## src/rtl/seg_display_arbiter.sv

```systemverilog
`default_nettype none
// ============================================================================
// Module   : seg_display_arbiter
// Brief    : Round-robin arbiter for three requesters sharing one 7-seg display
// Revision : 1.0
// ============================================================================
module seg_display_arbiter #(
  parameter int         HOLD_CYCLES  = 16,
  parameter logic [7:0] IDLE_PATTERN = 8'b00000010
) (
  input  logic       clk,
  input  logic       rst_n,
  input  logic       ena,
  input  logic [2:0] req_i,
  input  logic [4:0] code0_i,
  input  logic [4:0] code1_i,
  input  logic [4:0] code2_i,
  output logic [2:0] grant_o,
  output logic       busy_o,
  output logic       done_o,
  output logic [1:0] owner_o,
  output logic [7:0] seg_o
);

  localparam logic [7:0] HOLD_M1 = 8'(HOLD_CYCLES - 1);

  typedef enum logic [1:0] {
    IDLE = 2'd0,
    SHOW = 2'd1,
    GAP  = 2'd2
  } state_t;

  state_t     state, state_nxt;
  logic [7:0] counter, counter_nxt;
  logic [1:0] last_winner, last_nxt;
  logic [4:0] code_q, code_nxt;
  logic [7:0] seg_nxt;
  logic [2:0] grant_nxt;
  logic       done_nxt;
  logic [1:0] owner_nxt;

  logic [1:0] start;
  logic [2:0] cand;
  logic [1:0] winner;
  logic       found;
  logic [4:0] win_code;

  function automatic logic [7:0] decode(input logic [4:0] c);
    logic [7:0] s;
    case (c)
      5'd0:    s = 8'hFD;
      5'd1:    s = 8'hC1;
      5'd2:    s = 8'h6F;
      5'd3:    s = 8'hE7;
      5'd4:    s = 8'hD3;
      5'd5:    s = 8'hB7;
      5'd6:    s = 8'hBF;
      5'd7:    s = 8'hE1;
      5'd8:    s = 8'hFF;
      5'd9:    s = 8'hF7;
      default: s = (c[4:3] == 2'b10) ? (8'h80 >> c[2:0]) : 8'h00;
    endcase
    return s;
  endfunction

  // Scan from the highest offset down so the requester nearest the start wins.
  always_comb begin
    start  = (last_winner >= 2'd2) ? 2'd0 : last_winner + 2'd1;
    winner = 2'd0;
    found  = 1'b0;
    cand   = 3'd0;
    for (int k = 2; k >= 0; k--) begin
      cand = {1'b0, start} + 3'(k);
      if (cand >= 3'd3) cand = cand - 3'd3;
      if (req_i[cand[1:0]]) begin
        found  = 1'b1;
        winner = cand[1:0];
      end
    end
    case (winner)
      2'd0:    win_code = code0_i;
      2'd1:    win_code = code1_i;
      default: win_code = code2_i;
    endcase
  end

  always_comb begin
    state_nxt   = state;
    counter_nxt = counter;
    last_nxt    = last_winner;
    code_nxt    = code_q;
    seg_nxt     = seg_o;
    owner_nxt   = owner_o;
    grant_nxt   = 3'b000;
    done_nxt    = 1'b0;
    if (ena) begin
      case (state)
        IDLE: begin
          seg_nxt   = IDLE_PATTERN;
          owner_nxt = 2'd3;
          if (found) begin
            state_nxt   = SHOW;
            grant_nxt   = 3'b001 << winner;
            code_nxt    = win_code;
            counter_nxt = HOLD_M1;
            last_nxt    = winner;
            owner_nxt   = winner;
            seg_nxt     = decode(win_code);
          end
        end
        SHOW: begin
          seg_nxt = decode(code_q);
          if (counter == 8'd0) begin
            state_nxt = GAP;
            seg_nxt   = 8'h00;
            owner_nxt = 2'd3;
          end else begin
            counter_nxt = counter - 8'd1;
          end
        end
        GAP: begin
          state_nxt = IDLE;
          seg_nxt   = IDLE_PATTERN;
          owner_nxt = 2'd3;
          done_nxt  = 1'b1;
        end
        default: begin
          state_nxt = IDLE;
          seg_nxt   = IDLE_PATTERN;
          owner_nxt = 2'd3;
        end
      endcase
    end
  end

  // Reset input is active-high despite its name.
  always_ff @(posedge clk or posedge rst_n) begin
    if (rst_n) begin
      state       <= IDLE;
      counter     <= 8'd0;
      last_winner <= 2'd2;
      code_q      <= 5'd0;
      seg_o       <= IDLE_PATTERN;
      grant_o     <= 3'b000;
      done_o      <= 1'b0;
      owner_o     <= 2'd3;
    end else begin
      state       <= state_nxt;
      counter     <= counter_nxt;
      last_winner <= last_nxt;
      code_q      <= code_nxt;
      seg_o       <= seg_nxt;
      grant_o     <= grant_nxt;
      done_o      <= done_nxt;
      owner_o     <= owner_nxt;
    end
  end

  assign busy_o = (state == SHOW) || (state == GAP);

endmodule
`default_nettype wire

```

## config.mk

```make
export PLATFORM = sky130hd
export DESIGN_NAME = seg_display_arbiter
export DESIGN_NICKNAME = d
export VERILOG_FILES = /design/src/rtl/seg_display_arbiter.sv
export SDC_FILE = /design/constraint.sdc
export NUM_CORES = 1
export LEC_CHECK = 0
export ABC_AREA = 1
export BUFFER_PORTS_ARGS = -buffer_cell sky130_fd_sc_hd__buf_2
export CAP_MARGIN = 20
export CORE_UTILIZATION = 52
export CTS_CLUSTER_DIAMETER = 30
export DETAILED_ROUTE_END_ITERATION = 8
export HOLD_SLACK_MARGIN = 0.08
export PLACE_DENSITY = 0.74
export SLEW_MARGIN = 5
export SYNTH_ARGS = -nofsm -noshare
export SYNTH_HDL_FRONTEND = slang
export SYNTH_SLANG_ARGS = --single-unit
```

## constraint.sdc

```tcl
create_clock -name clk -period 2.1 [get_ports clk]
set_clock_uncertainty 0.2 [all_clocks]
set_input_delay 0.21 -clock clk [delete_from_list [all_inputs] [get_ports clk]]
set_output_delay 0.21 -clock clk [all_outputs]
set_load 0.05 [all_outputs]
```

==> results_dict.tcl <==
set metrics [dict create \
    fin_ws_ns -0.562 \
    die_width_um 69.1 \
    vias 3103 \
    gr-total-overflow 0 \
    yosys_register_bits 31 \
    crit_end "seg_o[5]" \
    vdd_drop_max_v 0.00107 \
    die_h_um 69.1 \
    switching_share 0.514 \
    post_drt_wl_per_cell_um 16.3 \
    syn_area_um2 2340 \
    cellLeakagePower_nw 1.92 \
    drt_wl_total_um 8650 \
    area.growth.synth_to_final_pct 52.4 \
    status "complete, but fails checks" \
    pre_cts_ws_ns -0.324 \
    antenna_found_initial 0 \
    rsz0062_at_grt "true" \
    cts_tree "built" \
    routabilityCongestion 0.901 \
    grt_pass1_vias 2862 \
    multi_input_area_um2 1560 \
    violations "setup timing" \
    grt_usage 0.323 \
    r2r-start "last_winner[1]" \
    clock.fmax_ghz 0.376 \
    worstHoldPathType "in2reg" \
    antenna_left 0 \
    cts_buffer_depth 2 \
    crit_path_start_kind "flip-flop" \
    ios 36 \
    syn_nets 381 \
    synth-main-ff-cell "dfrtp_1" \
    fin_nets 504 \
    clk_pin_slew_ns 0.07 \
    yosysSeqAreaShare 0.334 \
    port-buffer-count 35 \
    cp_max_fo 8 \
    final_cell_mix "nand2_1, buf_4, inv_1, buf_2, nor2_1" \
    post-route-period-util 1.27 \
    criticalPathCategory "reg2reg" \
    dp_cells 500 \
    hold_viol_final 0 \
    diodes 0 \
    layoutNonFillerInstCount 532 \
    grt_max_degree 32 \
    ys.warnings.count 0 \
    ctsHtreeMaxLevel 2 \
    rows 24 \
    setup_viol 30 \
    p_clk_frac 0.103 \
    hpwl_um 4790 \
    pwr-share-comb 0.737 \
    crit_start "last_winner[1]" \
    clock-sinks 31 \
    cts-root-buf "clkbuf_8" \
    clock_latency_ns 0.30 \
    drt-initial-drc-count 229 \
    seq_area_um2 781 \
    final_common_cell "nand2_1" \
    min_period_ns 2.66 \
    slew_viol_final 0 \
    pwr_density_cell_nw_per_um2 1720 \
    viasPerCell 5.83 \
    async_reset_ff_frac 1.00 \
    p_int_mw 2.98 \
    die-area_um2 4770 \
    core_um2 4320 \
    r2r_end "seg_o[5]" \
    grt_pass1_wl_um 12300 \
    maxSlewHeadroom 0.734 \
    initial_core_util 0.541 \
    synth.distinct_cells 33 \
    arrival_ns 2.63 \
    worst_pin_slew_ns 0.395 \
    drc 0 \
    numCtsBuffers 5 \
    cap_violations 0 \
    required_ns 2.07 \
    crit_path_end_kind "flip-flop" \
    power_switching_mw 3.16 \
    reg2reg_slack_ns -0.56 \
    reg2regPathDepth 17 \
    pwr-share-seq 0.160 \
    fill_cells 263 \
    netlist_instances 356 \
    synth-edff-count 0 \
    first_pass_iters 6 \
    postSynthAreaPerCell_um2 6.57 \
    layout-drive-gt1-share 0.425 \
]
==> synth_stat cells (3+ instances only) <==
cell type / count / area, um^2
a21oi_1: 16 / 80.1
a31oi_1: 3 / 18.8
dfrtp_1: 27 / 676
dfstp_2: 4 / 105
ha_1: 4 / 50.1
inv_1: 48 / 180
inv_2: 4 / 15.0
nand2_1: 103 / 387
nand2_2: 13 / 81.3
nand2_4: 5 / 56.3
nand3_1: 32 / 160
nand4_1: 6 / 37.5
nor2_1: 41 / 154
nor2_2: 3 / 18.8
nor2_4: 3 / 33.8
nor3_1: 8 / 40.0
o21ai_0: 15 / 75.1
==> critical path, stage by stage (launching register included) <==
cell,delay [ns]
dfstp_2,0.58
inv_2,0.08
nand2_2,0.09
nand4_2,0.14
nand2_4,0.18
nand2_1,0.12
nand2_1,0.09
nor2_2,0.06
nand2_2,0.10
inv_2,0.06
nand2_2,0.10
nand2_2,0.08
nor2_4,0.20
a21oi_1,0.12
nand2_1,0.10
nand2_1,0.06
nand2_1,0.09
nand2_1,0.09
==> through the flow <==
step,TNS (ns),area (um^2),util,power (mW),hold slack [ns]
3_3_place_gp,-2.87,3030,0.702,4.54,0.104
5_1_grt,-11.13,3560,0.824,6.50,0.198
2_1_floorplan,-0.620,2360,-,3.27,0.111
3_5_place_dp,-3.59,3030,0.702,4.62,0.114
4_1_cts,-4.89,3410,0.788,5.63,0.0401
6_report,-7.63,3560,0.824,6.14,0.162
==> final cells by class <==
cell class,instances,area share
clock buffer,6,0.0232
clock inverter,2,0.00983
inverter,53,0.0576
multi-input combinational,270,0.438
sequential,31,0.219
tap,52,0.0183
timing repair buffer,118,0.234
==> worst min-delay path by stage <==
stage,from,to,cells past startpoint
finish,code0_i[2],code_q[2],5
floorplan,rst_n,code_q[0],1
global route,code0_i[2],code_q[2],5
CTS,ena,seg_o[6],3
detailed placement,rst_n,seg_o[5],3
global placement,rst_n,seg_o[5],3
==> power by group through the flow <==
| stage | sequential, mW | combinational [mW] | clock, mW |
|---|---|---|---|
| global placement | 0.966 | 3.57 | 0 |
| floorplan | 1.25 | 2.02 | 0 |
| global route | 1.01 | 4.84 | 0.653 |
| finish | 0.980 | 4.53 | 0.633 |
| detailed placement | 0.976 | 3.64 | 0 |
| CTS | 0.969 | 4.03 | 0.626 |
==> registers in the layout (all words and copies together) (netlist names) <==
name and cells:
counter 8, seg_o 8, code_q 5, grant_o 3, last_winner 2, owner_o 2
state 2, done_o 1
==> routing by layer <==
| metal | GRT usage | routed length, um | vias to the layer above | share of wire |
|---|---|---|---|---|
| met1 | 0.375 | 3250 | 1428 | 0.38 |
| met4 | 0.175 | 590 | 0 | 0.068 |
| met5 | 0 | 0 | - | 0 |
| met2 | 0.569 | 4200 | 207 | 0.49 |
| li1 | - | - | 1394 | - |
| met3 | 0.0453 | 612 | 74 | 0.071 |
==> cell families after synthesis <==
logic type	Yosys count	synth area share
AO/OA/AOI/OAI	44	0.105
AND/OR/NAND/NOR	221	0.445
adder cells (fa/ha/maj)	4	0.0214
XOR/XNOR	1	0.00375
flip-flops	31	0.334
buffers and inverters	55	0.0904
==> timing repair <==
| item | 4_1_cts | 5_1_grt |
|---|---|---|
| gates resized for setup | 44 | 25 |
| endpoints found under the setup margin | 16 | 30 |
| endpoints found under the hold margin | 35 | 2 |
| buffers inserted | 14 | 5 |
| pin swaps | 26 | 12 |
| hold buffers | 3 | 3 |
Note: power is estimated with default switching activity, not from simulation.
